[config.mk]
export PLATFORM = sky130hd
export DESIGN_NAME = chroma_subsampler_flat
export DESIGN_NICKNAME = d
export VERILOG_FILES = /design/src/rtl/chroma_subsampler_if.sv /design/src/rtl/chroma_subsampler.sv /design/src/flat_wrapper.sv
export SDC_FILE = /design/constraint.sdc
export NUM_CORES = 1
export LEC_CHECK = 0
export ABC_AREA = 1
export BUFFER_PORTS_ARGS = -buffer_cell sky130_fd_sc_hd__buf_2
export CAP_MARGIN = 20
export CELL_PAD_IN_SITES_DETAIL_PLACEMENT = 1
export CELL_PAD_IN_SITES_GLOBAL_PLACEMENT = 2
export CORE_MARGIN = 5
export CORE_UTILIZATION = 37
export DETAILED_ROUTE_END_ITERATION = 12
export PLACE_DENSITY = 0.73
export SYNTH_ARGS = -nofsm -noshare
export SYNTH_HDL_FRONTEND = slang
export SYNTH_SLANG_ARGS = --single-unit
[constraint.sdc]
create_clock -name aclk -period 3 [get_ports aclk]
set_input_delay 0.3 -clock aclk [delete_from_list [all_inputs] [get_ports aclk]]
set_output_delay 0.3 -clock aclk [all_outputs]
set_load 0.01 [all_outputs]
[src/rtl/chroma_subsampler_if.sv]
// AXI4-Stream style channel used for both the sample input and sample output of the
// chroma subsampler. The master drives data/valid/last and the slave drives ready.
interface chroma_subsampler_if #(
  parameter int unsigned DATA_WIDTH = 8
) ();
  logic [DATA_WIDTH-1:0] tdata;
  logic                  tvalid;
  logic                  tready;
  logic                  tlast;

  modport master (
    output tdata,
    output tvalid,
    output tlast,
    input  tready
  );

  modport slave (
    input  tdata,
    input  tvalid,
    input  tlast,
    output tready
  );
endinterface

[src/rtl/chroma_subsampler.sv]
// Streaming chroma subsampler: Y/Cb/Cr planar MCU in, Y passed through, Cb/Cr decimated
// to 4:4:4, 4:2:2 or 4:2:0 using a half-row line buffer. Single registered output stage.
// Optional build macro: CHROMA_ROUND_EN enables round-half-up averaging (default truncates).
module chroma_subsampler #(
  parameter int unsigned DATA_WIDTH = 8,
  parameter int unsigned MCU_W      = 16,
  parameter int unsigned MCU_H      = 16
) (
  input  logic                        aclk,
  input  logic                        aresetn,
  input  logic [1:0]                  mode,
  chroma_subsampler_if.slave          s_axis,
  chroma_subsampler_if.master         m_axis,
  output logic                        mcu_done,
  output logic                        err_tlast
);

  localparam int unsigned ColW = $clog2(MCU_W);
  localparam int unsigned RowW = $clog2(MCU_H);
  localparam int unsigned LbW  = ColW - 1;
  localparam int unsigned SumW = DATA_WIDTH + 2;
  localparam logic [ColW-1:0] ColLast = ColW'(MCU_W - 1);
  localparam logic [RowW-1:0] RowLast = RowW'(MCU_H - 1);
`ifdef CHROMA_ROUND_EN
  localparam logic [SumW-1:0] RndPair = SumW'(1);
  localparam logic [SumW-1:0] RndQuad = SumW'(2);
`else
  localparam logic [SumW-1:0] RndPair = '0;
  localparam logic [SumW-1:0] RndQuad = '0;
`endif

  typedef enum logic [1:0] {PhY, PhCb, PhCr} phase_e;

  phase_e                phase_q, phase_d;
  logic [ColW-1:0]       col_q, col_d;
  logic [RowW-1:0]       row_q, row_d;
  logic [1:0]            mode_q, mode_d;
  logic [DATA_WIDTH-1:0] pair_q, pair_d;
  logic                  out_valid_q, out_valid_d;
  logic [DATA_WIDTH-1:0] out_data_q, out_data_d;
  logic                  out_last_q, out_last_d;
  logic                  done_q, done_d;
  logic                  err_q, err_d;

  // Entries hold a horizontal pair sum from an even row, consumed on the following odd row.
  logic [DATA_WIDTH:0]   line_buf [MCU_W/2];
  logic                  lb_we;
  logic [LbW-1:0]        lb_idx;

  logic                  accept;
  logic                  first_beat;
  logic                  last_beat;
  logic [SumW-1:0]       sum_pair;
  logic [DATA_WIDTH-1:0] avg2;
  logic [DATA_WIDTH-1:0] avg4;

  assign s_axis.tready = !out_valid_q || m_axis.tready;
  assign accept        = s_axis.tvalid && s_axis.tready;
  assign first_beat    = (phase_q == PhY) && (col_q == '0) && (row_q == '0);
  assign last_beat     = (phase_q == PhCr) && (col_q == ColLast) && (row_q == RowLast);
  assign lb_idx        = col_q[ColW-1:1];

  assign sum_pair = SumW'(pair_q) + SumW'(s_axis.tdata);
  assign avg2     = DATA_WIDTH'((sum_pair + RndPair) >> 1);
  assign avg4     = DATA_WIDTH'((SumW'(line_buf[lb_idx]) + sum_pair + RndQuad) >> 2);

  assign m_axis.tvalid = out_valid_q;
  assign m_axis.tdata  = out_data_q;
  assign m_axis.tlast  = out_last_q;
  assign mcu_done      = done_q;
  assign err_tlast     = err_q;

  // Framing counters, decimation datapath and output-stage next state.
  always_comb begin
    phase_d     = phase_q;
    col_d       = col_q;
    row_d       = row_q;
    mode_d      = mode_q;
    pair_d      = pair_q;
    lb_we       = 1'b0;
    // Output slot empties when consumed; refilled below if this beat emits.
    out_valid_d = out_valid_q && !m_axis.tready;
    out_data_d  = out_data_q;
    out_last_d  = out_last_q;
    done_d      = out_valid_q && m_axis.tready && out_last_q;
    err_d       = accept && (s_axis.tlast != last_beat);

    if (accept) begin
      if (first_beat) begin
        mode_d = mode;
      end

      if (col_q == ColLast) begin
        col_d = '0;
        if (row_q == RowLast) begin
          row_d = '0;
          unique case (phase_q)
            PhY:     phase_d = PhCb;
            PhCb:    phase_d = PhCr;
            default: phase_d = PhY;
          endcase
        end else begin
          row_d = row_q + 1'b1;
        end
      end else begin
        col_d = col_q + 1'b1;
      end

      if (phase_q == PhY || mode_q == 2'd0) begin
        out_valid_d = 1'b1;
        out_data_d  = s_axis.tdata;
        out_last_d  = last_beat;
      end else if (!col_q[0]) begin
        pair_d = s_axis.tdata;
      end else if (!mode_q[1]) begin
        out_valid_d = 1'b1;
        out_data_d  = avg2;
        out_last_d  = last_beat;
      end else if (!row_q[0]) begin
        lb_we = 1'b1;
      end else begin
        out_valid_d = 1'b1;
        out_data_d  = avg4;
        out_last_d  = last_beat;
      end
    end
  end

  // State and output registers.
  always_ff @(posedge aclk or negedge aresetn) begin
    if (!aresetn) begin
      phase_q     <= PhY;
      col_q       <= '0;
      row_q       <= '0;
      mode_q      <= 2'd0;
      pair_q      <= '0;
      out_valid_q <= 1'b0;
      out_data_q  <= '0;
      out_last_q  <= 1'b0;
      done_q      <= 1'b0;
      err_q       <= 1'b0;
    end else begin
      phase_q     <= phase_d;
      col_q       <= col_d;
      row_q       <= row_d;
      mode_q      <= mode_d;
      pair_q      <= pair_d;
      out_valid_q <= out_valid_d;
      out_data_q  <= out_data_d;
      out_last_q  <= out_last_d;
      done_q      <= done_d;
      err_q       <= err_d;
    end
  end

  // Line buffer write; no reset since every entry is written before it is read.
  always_ff @(posedge aclk) begin
    if (lb_we) begin
      line_buf[lb_idx] <= sum_pair[DATA_WIDTH:0];
    end
  end

endmodule

[src/flat_wrapper.sv]
// flat-port wrapper written by rule: the top's interface ports become plain ports
module chroma_subsampler_flat 
#(
  parameter int unsigned DATA_WIDTH = 8,
  parameter int unsigned MCU_W      = 16,
  parameter int unsigned MCU_H      = 16
)
  (aclk, aresetn, mode, mcu_done, err_tlast, s_axis_tdata, s_axis_tvalid, s_axis_tlast, s_axis_tready, m_axis_tdata, m_axis_tvalid, m_axis_tlast, m_axis_tready);
  chroma_subsampler_if #(.DATA_WIDTH(DATA_WIDTH)) s_axis_i ();
  chroma_subsampler_if #(.DATA_WIDTH(DATA_WIDTH)) m_axis_i ();
  input  logic aclk;
  input  logic aresetn;
  input  logic [1:0] mode;
  output logic mcu_done;
  output logic err_tlast;
  input wire logic [$bits(s_axis_i.tdata)-1:0] s_axis_tdata;
  input wire logic [$bits(s_axis_i.tvalid)-1:0] s_axis_tvalid;
  input wire logic [$bits(s_axis_i.tlast)-1:0] s_axis_tlast;
  output wire logic [$bits(s_axis_i.tready)-1:0] s_axis_tready;
  output wire logic [$bits(m_axis_i.tdata)-1:0] m_axis_tdata;
  output wire logic [$bits(m_axis_i.tvalid)-1:0] m_axis_tvalid;
  output wire logic [$bits(m_axis_i.tlast)-1:0] m_axis_tlast;
  input wire logic [$bits(m_axis_i.tready)-1:0] m_axis_tready;
  assign s_axis_i.tdata = s_axis_tdata;
  assign s_axis_i.tvalid = s_axis_tvalid;
  assign s_axis_i.tlast = s_axis_tlast;
  assign s_axis_tready = s_axis_i.tready;
  assign m_axis_tdata = m_axis_i.tdata;
  assign m_axis_tvalid = m_axis_i.tvalid;
  assign m_axis_tlast = m_axis_i.tlast;
  assign m_axis_i.tready = m_axis_tready;
  chroma_subsampler #(.DATA_WIDTH(DATA_WIDTH), .MCU_W(MCU_W), .MCU_H(MCU_H)) u_core (.aclk(aclk), .aresetn(aresetn), .mode(mode), .s_axis(s_axis_i), .m_axis(m_axis_i), .mcu_done(mcu_done), .err_tlast(err_tlast));
endmodule
==> flow_summary.json, run 1 <==
{
  "utilization": 0.4596,
  "power_density_nw_per_um2": 838.6,
  "syn_area_sq_um": 4990,
  "finClkSkew_ns": 0.008356,
  "postRouteAntennaNets": 0,
  "crit_family": "simple AND/OR/NAND/NOR gates",
  "routed_wirelength_um": 12980,
  "clk-insertion-delay-late_ns": 0.36,
  "synth_edf_count": 72,
  "cts_tree": "built",
  "rsz0062_at_grt": "yes",
  "antenna_cells": 0,
  "grt_antenna_before_repair": 0,
  "crit_path_frequent_cell": "inv_2",
  "crit_chain": "inv_2 > nor2_4 > inv_2 > nor2_2 > inv_2 > o22ai_1 > or4_4 > inv_2 > ha_1 > a21oi_2 > nor2_2 > a211oi_2 > o21ai_4 > nand2_2 > nand2_2 > nand2_2 > nand3_2 > nand3_2 > a21oi_2",
  "relSlewSlack": 0.5030,
  "clk_pin_slew_worst_paths_ns": 0.07,
  "power_frac_comb": 0.434,
  "grt_max_degree": 33,
  "criticalPathCategory": "reg2reg",
  "dp_hpwl_um": 9699,
  "via_per_inst": 4.959,
  "synthTopCellsByArea": "edfxtp_1 (43%), dfrtp_1 (16%), ha_1 (5.0%)",
  "ys.flop_type": "edfxtp_1",
  "grt_pass1_vias": 3806,
  "max_stage_delay_ns": 0.55,
  "switchingPower_w": 0.001974,
  "start_kind": "flip-flop",
  "cts.sinks": 104,
  "cts_made_buffers": 9,
  "core_area_sq_um": 13240,
  "drcViolationCount": 0,
  "fmax_mhz": 347.5,
  "initial_utilization": 0.3768,
  "syn_to_final_growth_pct": 21.97,
  "fill_cells": 1499,
  "synth_area_leader_cell": "edfxtp_1",
  "max_cap_violations": 0,
  "path_max_fanout": 6,
  "status": "complete, but fails checks",
  "swShare": 0.3868,
  "drtPass1Iterations": 4,
  "layout.nets": 580,
  "hold_violations": 6,
  "gp_congestion": 0.7954,
  "leakage_nw": 2.534,
  "drt_iter0_markers": 176,
  "cts_hold_buf": 0,
  "grt_first_pass_wirelength_um": 20810,
  "vdd_ir_drop_max_uv": 277.4,
  "setup_violations": 0,
  "hold_path.class": "in2async",
  "syn_nets": 501,
  "holdWs_ns": -0.002217,
  "syn_inst": 465,
  "ys_ff_latch": 104,
  "clkPwrFrac": 0.223,
  "die_height_um": 126.1,
  "yosysSeqAreaShare": 0.5938,
  "root_buffer": "clkbuf_16",
  "path_buf_inv": 4,
  "worst_slack_ns": 0.1224,
  "port_buffers": 27,
  "synthTopCellsByCount": "edfxtp_1 (72), nand2_1 (64), inv_1 (55)",
  "worst_pin_slew_ns": 0.7455,
  "drive_above_1_share": 0.2987,
  "syn_avg_cell_area_sq_um": 10.73,
  "synth.most_common_cell": "edfxtp_1",
  "htreeDepth": 3,
  "synth_warnings": 0,
  "io_pins": 28,
  "seqPwrFrac": 0.344,
  "arrival_ns": 3.13,
  "drv_slew": 0,
  "ys_async_sr_fraction": 0.3077,
  "finalCritPeriodShare": 0.9592,
  "vias": 3595,
  "synth_top_cell_area_share": 0.4333,
  "place_ws_ns": -0.1195,
  "cpMaxStageDelayCell": "or4_4",
  "synthDistinctLibCells": 42,
  "final_area_sq_um": 6086,
  "clk_path_buf_depth": 2,
  "grt_util_all_layers": 0.1679,
  "p_int_w": 0.003130,
  "setup_tns_ns": 0,
  "floorplan.rows": 42,
  "worstPathRequired_ns": 3.25,
  "overflow": 0,
  "end_kind": "flip-flop",
  "placed_area_sq_um": 5624,
  "post-route-min-period_ns": 2.878,
  "die_w_um": 126.1,
  "violations": "negative hold slack",
  "wl_per_cell_um": 17.91,
  "die-area_sq_um": 15910
}
[worst reg2reg max path, stage by stage (launching register included)]
cell,delay (ns)
dfrtp_2,0.46
inv_2,0.09
nor2_4,0.04
inv_2,0.07
nor2_2,0.06
inv_2,0.07
o22ai_1,0.07
or4_4,0.55
inv_2,0.08
ha_1,0.24
a21oi_2,0.18
nor2_2,0.05
a211oi_2,0.29
o21ai_4,0.12
nand2_2,0.11
nand2_2,0.06
nand2_2,0.07
nand3_2,0.06
nand3_2,0.07
a21oi_2,0.05
[cells by family after synthesis]
family	synth area share
muxes	0.02031
adders and majority gates	0.05416
buffers and inverters	0.05667
xor gates and xnor gates	0.01580
DFF	0.5938
AOI/OAI and AO/OA	0.1031
and+or+nand+nor	0.1562
[power groups by stage]
stage                     clock, W  sequential (W)  combinational (W)
after floorplan                  0         0.00175            0.00121
after global placement           0         0.00175            0.00186
after detailed placement         0         0.00176            0.00191
after CTS                  0.00117         0.00173            0.00194
after global routing       0.00123         0.00177            0.00244
final                      0.00114         0.00175            0.00221
[metrics by stage]
step                hold slack, ns  power, W  std cells
floorplan                 0.004409  0.002964        465
global route               0.05561  0.005440        725
detailed placement          0.4246  0.003675        703
finish                   -0.002217  0.005104        725
CTS                        0.02293  0.004842        719
global placement            0.4130  0.003613        703
[timing repair]
item                       CTS  global route
hold endpoints to repair     0             0
setup endpoints to repair    4             6
pin swaps                    0            13
buffers inserted             0             6
gates resized for setup      2            40
[flip-flops by register name (all words and copies together) (netlist names), 2 cells and up]
register and flops:
u_core.line_buf 72, u_core.m_axis.tdata 8, u_core.pair_q 8, u_core.col_q 4, u_core.row_q 4, u_core.mode_q 2, u_core.phase_q 2
[layer usage]
metal	up-vias	track usage	part of all wire
met5	-	0	0
met2	47	0.2748	0.48
met1	1767	0.2231	0.48
met4	0	0.06435	0.016
li1	1767	-	-
met3	14	0.02921	0.024
[final cells by class]
class / instances / area (sq um) / share of cell area
clock buffers: 10 / 229.0 / 0.03762
clock inverters: 6 / 51.30 / 0.008429
inverters: 66 / 255.2 / 0.04194
multi-input cells: 289 / 1868 / 0.3069
flip-flops and latches: 104 / 2967 / 0.4875
well taps: 176 / 220.2 / 0.03618
repair buffers: 74 / 495.5 / 0.08141
[worst paths after layout]
path | end | start | cells past startpoint | slack [ns]
setup reg to reg | u_core.m_axis.tdata[5] | u_core.col_q[3] | 19 | 0.12
min in group aclk | u_core.mode_q[1] | mode[1] | 2 | 0.17
hold reg to reg | u_core.m_axis.tdata[3] | u_core.m_axis.tdata[3] | 2 | 0.50
setup / recovery | u_core.m_axis.tdata[5] | u_core.col_q[3] | 19 | 0.12
hold / removal | u_core.pair_q[6] | aresetn | 1 | -0.002
max in group asynchronous | u_core.col_q[2] | aresetn | 1 | 2.47
[layout by cell type, fill, tap and decap left out, types with 11 or more instances in the layout]
master | netlist | final
edfxtp_1 | 72 | 72
nand2_1 | 64 | 61
inv_1 | 55 | 51
buf_4 | 2 | 45
nor2_1 | 39 | 34
dfrtp_1 | 32 | 29
buf_2 | 4 | 27
o22ai_1 | 25 | 25
a21oi_1 | 26 | 23
nand3_1 | 20 | 19
o21ai_0 | 20 | 18
ha_1 | 20 | 18
inv_2 | 9 | 11
No activity file was read; power rests on OpenSTA's default activity.
==> run 2: changes to the inputs <==
--- a/config.mk
+++ b/config.mk
@@ -10,6 +10,7 @@
 export CAP_MARGIN = 20
 export CELL_PAD_IN_SITES_DETAIL_PLACEMENT = 1
 export CELL_PAD_IN_SITES_GLOBAL_PLACEMENT = 2
+export CORE_ASPECT_RATIO = 2
 export CORE_MARGIN = 5
 export CORE_UTILIZATION = 37
 export DETAILED_ROUTE_END_ITERATION = 12
==> run 2 against run 1 <==
  * The run now ends clean
  * Combinational power about the same
  * Cell count down 1.5%
  * Sequential share of layout area fell by 0.22 points
  * Largest cell class unchanged
  * Worst hold slack better by 0.023 ns
  * Utilization fell by 0.21 points
  * First-iteration DRC count fell by 25%
  * Via count rose by 3.4%
  * Power fell by 0.25%
  * Count of clock-buffer cells in the layout is 1 lower
  * Critical path depth down 2
  * Sequential power is essentially flat
  * Clock power about the same
==> flow_summary.json, run 2 (synthesis gave the netlist of run 1 again) <==
{
  "via_per_inst": 5.204,
  "top_register": "u_core.line_buf",
  "die_w_um": 92.12,
  "worst_pin_slew_ns": 0.7526,
  "routed_wirelength_um": 13590,
  "finClkSkew_ns": 0.01438,
  "io_pins": 28,
  "cts.sinks": 104,
  "path_max_fanout": 8,
  "htreeDepth": 3,
  "drtPass1Iterations": 4,
  "hold_violations": 0,
  "relSlewSlack": 0.4983,
  "wl_per_cell_um": 19.04,
  "grt_first_pass_wirelength_um": 21570,
  "drive_above_1_share": 0.2970,
  "cts_made_buffers": 9,
  "layout.nets": 590,
  "start_kind": "flip-flop",
  "grt_antenna_before_repair": 0,
  "clk-insertion-delay-late_ns": 0.35,
  "crit_chain": "clkinv_4 > nor2_1 > inv_1 > o22ai_1 > or4_4 > inv_1 > ha_1 > a21oi_2 > nor2_1 > a211oi_2 > o21ai_4 > nand2_2 > nand2_2 > nand2_1 > nand3_2 > nand3_2 > a21oi_2",
  "end_kind": "flip-flop",
  "clk_pin_slew_worst_paths_ns": 0.08,
  "fmax_mhz": 351.8,
  "port_buffers": 27,
  "drt_iter0_markers": 132,
  "syn_to_final_growth_pct": 22.52,
  "vias": 3716,
  "place_ws_ns": -0.08356,
  "core_area_sq_um": 13360,
  "setup_violations": 0,
  "die_height_um": 174.2,
  "initial_utilization": 0.3734,
  "worst_slack_ns": 0.1575,
  "grt_util_all_layers": 0.1763,
  "placed_cells": 691,
  "die-area_sq_um": 16050,
  "largest_reg_flops": 72,
  "root_buffer": "clkbuf_16",
  "max_cap_violations": 0,
  "leakage_nw": 2.582,
  "finalCritPeriodShare": 0.9475,
  "vdd_ir_drop_max_uv": 312.5,
  "fill_cells": 1500,
  "grt_pass1_vias": 4129,
  "status": "finished clean",
  "cts_tree": "built",
  "criticalPathCategory": "reg2reg",
  "fin_cells": 714,
  "power_w": 0.005091,
  "arrival_ns": 3.08,
  "postRouteAntennaNets": 0,
  "max_stage_delay_ns": 0.52,
  "overflow": 0,
  "final_cell_mix": "edfxtp_1 (72), nand2_1 (63), buf_4 (55), inv_1 (52), nor2_1 (36)",
  "drcViolationCount": 0,
  "dp_hpwl_um": 10620,
  "clk_path_buf_depth": 2,
  "drv_slew": 0,
  "floorplan.rows": 60,
  "power_density_nw_per_um2": 832.8,
  "post-route-min-period_ns": 2.842,
  "final_common_cell": "edfxtp_1",
  "setup_tns_ns": 0,
  "gp_congestion": 0.8102,
  "worstPathRequired_ns": 3.24,
  "hold_path.class": "in2async",
  "cpMaxStageDelayCell": "or4_4",
  "antenna_cells": 0,
  "grt_max_degree": 33
}
-- run 2: cell types whose count changed in the layout (fill, tap and decap cells not counted), sizes merged --
cell and change:
inv -1, buf +10, clkinvlp -1, clkinv +3, clkbuf -1
-- run 2: where the power goes --
group          internal, W  leakage, nW  total, W  switching (W)
clock             0.000589        0.146   0.00116       0.000576
sequential         0.00165         1.03   0.00174      0.0000880
combinational     0.000918         1.41   0.00219        0.00127
total              0.00315         2.58   0.00509        0.00194
-- run 2: path summary, 6_finish.rpt --
check                      slack [ns]                   start                endpoint  depth (start not counted)
max                              0.16         u_core.col_q[1]  u_core.m_axis.tdata[5]                         17
min                              0.02                 aresetn         u_core.row_q[1]                          1
max reg2reg                      0.16         u_core.col_q[1]  u_core.m_axis.tdata[5]                         17
min reg2reg                      0.49  u_core.m_axis.tdata[3]  u_core.m_axis.tdata[3]                          2
max in group asynchronous        2.46                 aresetn         u_core.col_q[1]                          1
min in group aclk                0.19                 mode[1]        u_core.mode_q[1]                          2
-- run 2: through the flow --
stage          hold slack [ns]  instance area, sq um    util
6_report               0.02090                  6113  0.4575
5_1_grt                0.07314                  6113  0.4575
4_1_cts                0.04188                  5979  0.4475
3_5_place_dp            0.4216                  5678  0.4249
3_3_place_gp            0.4078                  5678  0.4249
2_1_floorplan         0.004409                  4990       -
-- run 2: layout make-up --
cell class              instances  area, sq um  share of cell area
flip-flops and latches        104         2967              0.4853
multi-input cells             289         1824              0.2984
repair buffers                 84        579.3             0.09476
inverters                      66        252.7             0.04134
clock buffers                   9        225.2             0.03684
well taps                     155        193.9             0.03172
clock inverters                 7        71.32             0.01167
-- run 2: critical path, delay by kind of cell (launching register included) --
family	cells	cell delay, ns
AO/OA/AOI/OAI	5	0.72
adder cells (fa/ha/maj)	1	0.24
flip-flops	1	0.45
buffers and inverters	3	0.29
AND/OR/NAND/NOR	8	1.03
-- run 2: repair_timing --
action	in CTS	in global routing
gates resized for setup	2	25
buffers inserted	0	7
hold buffers	0	0
pin swaps	0	6
endpoints found under the setup margin	4	6
-- run 2: routing by layer --
metal,global-route usage,vias to the layer above,share of wire
li1,-,1792,-
met1,0.1855,1842,0.37
met2,0.3394,55,0.58
met3,0.02209,27,0.019
met4,0.07940,0,0.035
met5,0,-,0
==> run 3: changes to the inputs <==
--- a/config.mk
+++ b/config.mk
@@ -5,16 +5,16 @@
 export SDC_FILE = /design/constraint.sdc
 export NUM_CORES = 1
 export LEC_CHECK = 0
-export ABC_AREA = 1
 export BUFFER_PORTS_ARGS = -buffer_cell sky130_fd_sc_hd__buf_2
 export CAP_MARGIN = 20
 export CELL_PAD_IN_SITES_DETAIL_PLACEMENT = 1
 export CELL_PAD_IN_SITES_GLOBAL_PLACEMENT = 2
 export CORE_ASPECT_RATIO = 2
 export CORE_MARGIN = 5
-export CORE_UTILIZATION = 37
+export CORE_UTILIZATION = 38
 export DETAILED_ROUTE_END_ITERATION = 12
-export PLACE_DENSITY = 0.73
+export HOLD_SLACK_MARGIN = 0.03
+export PLACE_DENSITY = 0.72
 export SYNTH_ARGS = -nofsm -noshare
 export SYNTH_HDL_FRONTEND = slang
 export SYNTH_SLANG_ARGS = --single-unit
==> constraint.sdc (replaced) <==
create_clock -name aclk -period 3 [get_ports aclk]
set_input_delay 0.3 -clock aclk [delete_from_list [all_inputs] [get_ports aclk]]
set_output_delay 0.3 -clock aclk [all_outputs]
set_load 0.05 [all_outputs]
==> run 3 against run 2 <==
  * The run now ends with negative setup slack left
  * Setup slack worse by 0.20 ns
  * Fmax is 6.5% lower
  * Via count shrank 9.6%
  * Flip-flop and latch count stayed put
  * Largest cell class unchanged
  * Area after synthesis decreased by 1.5%
  * Highest routed layer unchanged
  * Power is 3.2% lower
  * Non-clock buffer count fell by 6
  * Utilization rose by 1.4 points
  * Clock power shrank 3%
  * Combinational power decreased by 4%
==> flow_summary.json, run 3 <==
{
  "final_common_cell": "edfxtp_1",
  "routed_wirelength_um": 12820,
  "port_buffers": 27,
  "syn_area_sq_um": 4915,
  "end_kind": "flip-flop",
  "cts_made_buffers": 9,
  "synth_warnings": 0,
  "finalCritPeriodShare": 1.013,
  "worst_r2r_endpoint": "u_core.m_axis.tdata[6]",
  "synth_edf_count": 72,
  "finClkSkew_ns": 0.008520,
  "r2r_start": "u_core.col_q[1]",
  "cts_tree": "built",
  "drtPass1Iterations": 4,
  "grt_util_all_layers": 0.1729,
  "gp_congestion": 0.8313,
  "clk_pin_slew_worst_paths_ns": 0.07,
  "ff2ff_path_depth": 14,
  "start_kind": "flip-flop",
  "grt_first_pass_wirelength_um": 20250,
  "grt_pass1_vias": 3712,
  "power_frac_comb": 0.425,
  "p_int_w": 0.003200,
  "initial_utilization": 0.3892,
  "synthTopCellsByCount": "edfxtp_1 (72), nor2_1 (37), dfrtp_1 (32)",
  "synth_top_cell_area_share": 0.4399,
  "synth_area_leader_cell": "edfxtp_1",
  "post-route-min-period_ns": 3.039,
  "final_cell_mix": "edfxtp_1 (72), buf_4 (50), nor2_1 (36), dfrtp_1 (31), nand2_1 (30)",
  "grt_antenna_before_repair": 0,
  "hold_path.class": "in2async",
  "vdd_ir_drop_max_uv": 391.4,
  "ys_ff_latch": 104,
  "htreeDepth": 3,
  "wl_per_cell_um": 20.77,
  "rsz0062_at_grt": "yes",
  "fmax_mhz": 329.1,
  "via_per_inst": 5.447,
  "swShare": 0.3509,
  "postRouteAntennaNets": 0,
  "worst_pin_slew_ns": 0.8190,
  "path_max_fanout": 11,
  "hold_violations": 0,
  "clk-insertion-delay-late_ns": 0.35,
  "switchingPower_w": 0.001730,
  "drt_iter0_markers": 182,
  "final_area_sq_um": 5953,
  "die-area_sq_um": 15450,
  "syn_nets": 421,
  "yosysSeqAreaShare": 0.6029,
  "overflow": 0,
  "largest_reg_flops": 72,
  "drv_slew": 0,
  "syn_to_final_growth_pct": 21.13,
  "die_height_um": 170.8,
  "reg2reg_slack_ns": -0.04,
  "violations": "negative setup slack",
  "synth.most_common_cell": "edfxtp_1",
  "power_density_nw_per_um2": 828.2,
  "drive_above_1_share": 0.3019,
  "top_register": "u_core.line_buf",
  "clk_path_buf_depth": 2,
  "ys_async_sr_fraction": 0.3077,
  "holdWs_ns": 0.03950,
  "floorplan.rows": 58,
  "antenna_cells": 0,
  "criticalPathCategory": "reg2reg",
  "status": "complete, but fails checks",
  "worstPathRequired_ns": 3.27,
  "clkPwrFrac": 0.227,
  "cts.sinks": 104,
  "arrival_ns": 3.31,
  "seqPwrFrac": 0.348,
  "placed_area_sq_um": 5604,
  "max_cap_violations": 0,
  "setup_violations": 1,
  "syn_inst": 385,
  "syn_avg_cell_area_sq_um": 12.77,
  "synthDistinctLibCells": 44,
  "vias": 3361,
  "die_w_um": 90.42,
  "io_pins": 28,
  "worst_slack_ns": -0.03877,
  "synthTopCellsByArea": "edfxtp_1 (44%), dfrtp_1 (16%), ha_1 (5.1%)",
  "leakage_nw": 2.280,
  "grt_max_degree": 33,
  "dp_hpwl_um": 9766,
  "core_area_sq_um": 12630,
  "post-cts-setup-buffer-count": 0,
  "drcViolationCount": 0,
  "root_buffer": "clkbuf_16",
  "layout.nets": 498,
  "ys.flop_type": "edfxtp_1",
  "relSlewSlack": 0.4540
}
==> run 3: cell types whose count changed after synthesis, moves of 6 or more <==
cell,previous run,this run
a21oi_1,26,16
clkbuf_1,0,10
inv_1,55,15
inv_2,9,0
mux2_2,8,20
mux4_2,0,6
nand2_1,64,31
nand2_2,10,0
nand2b_1,0,8
nand3_1,20,9
nor3_1,1,9
o221ai_1,0,6
o22ai_1,25,5
xnor2_1,2,12
==> run 3: power groups by stage <==
| stage | clock network (W) | registers (W) | logic (W) |
|---|---|---|---|
| 2_1_floorplan | 0 | 0.00177 | 0.00115 |
| 3_3_place_gp | 0 | 0.00174 | 0.00194 |
| 3_5_place_dp | 0 | 0.00175 | 0.00198 |
| 4_1_cts | 0.00115 | 0.00171 | 0.00201 |
| 5_1_grt | 0.00122 | 0.00172 | 0.00229 |
| 6_report | 0.00112 | 0.00171 | 0.00210 |
==> run 3: how the worst max path moves through the flow <==
stage / end / cells past startpoint / slack [ns] / from
after detailed placement: u_core.m_axis.tdata[5] / 16 / -0.15 / s_axis_tdata[0]
after floorplan: u_core.line_buf[0][0] / 7 / 0.006 / u_core.m_axis.tvalid
after CTS: u_core.m_axis.tdata[6] / 15 / -0.06 / u_core.pair_q[0]
final: u_core.m_axis.tdata[6] / 14 / -0.04 / u_core.col_q[1]
after global routing: u_core.m_axis.tdata[6] / 15 / -0.20 / u_core.pair_q[0]
after global placement: u_core.m_axis.tdata[6] / 16 / -0.06 / s_axis_tdata[0]
==> run 3: logic make-up (layout without fill, tap and decap cells) <==
family          Yosys count  after routing  share of synthesized area
simple gates            112            112                     0.1051
flops                   104            104                     0.6029
compound gates           74             74                    0.09751
mux                      32             32                    0.09216
buf+inv                  27            109                    0.02062
fa+ha+maj                21             21                    0.05499
xor+xnor                 15             15                    0.02673
==> run 3: layer usage <==
metal	vias up	global-route usage	routed length [um]
li1	1597	-	-
met1	1701	0.1800	4752
met2	41	0.3390	7451
met3	22	0.02288	226
met4	0	0.07518	387
met5	-	0	0
==> run 3: cell type report <==
class	count	area, sq um
tap	150	187.7
multi-input combinational	254	1933
clock inverter	6	52.55
fill	1392	6674
timing repair buffer	78	530.5
sequential	104	2964
inverter	15	56.30
clock buffer	10	229.0
==> run 3: critical path: stages, from the launching register on <==
cell and delay (ns):
dfrtp_1 0.43, buf_12 0.16, buf_4 0.20, inv_1 0.08, nand2_1 0.14, o221ai_1 0.16, a21oi_1 0.33, ha_4 0.27
a21oi_1 0.12, o21ai_1 0.11, or4_4 0.44, a31oi_4 0.17, xnor2_1 0.13, nand3_1 0.09, a31oi_1 0.13
==> run 3: repair_timing <==
item / 4_1_cts / 5_1_grt
hold buffers: 0 / 0
endpoints found under the setup margin: 4 / 7
resized for setup: 6 / 11
pin swaps: 0 / 10
==> run 3: per-stage QoR <==
stage,worst slack [ns],std cells,util,total power [W],TNS [ns]
6_report,-0.03877,617,0.4715,0.004930,-0.03877
3_5_place_dp,-0.1478,601,0.4438,0.003721,-0.4480
4_1_cts,-0.05967,617,0.4672,0.004873,-0.06639
2_1_floorplan,0.005929,385,-,0.002927,0
3_3_place_gp,-0.06038,601,0.4438,0.003677,-0.06038
5_1_grt,-0.2034,617,0.4715,0.005236,-0.7230
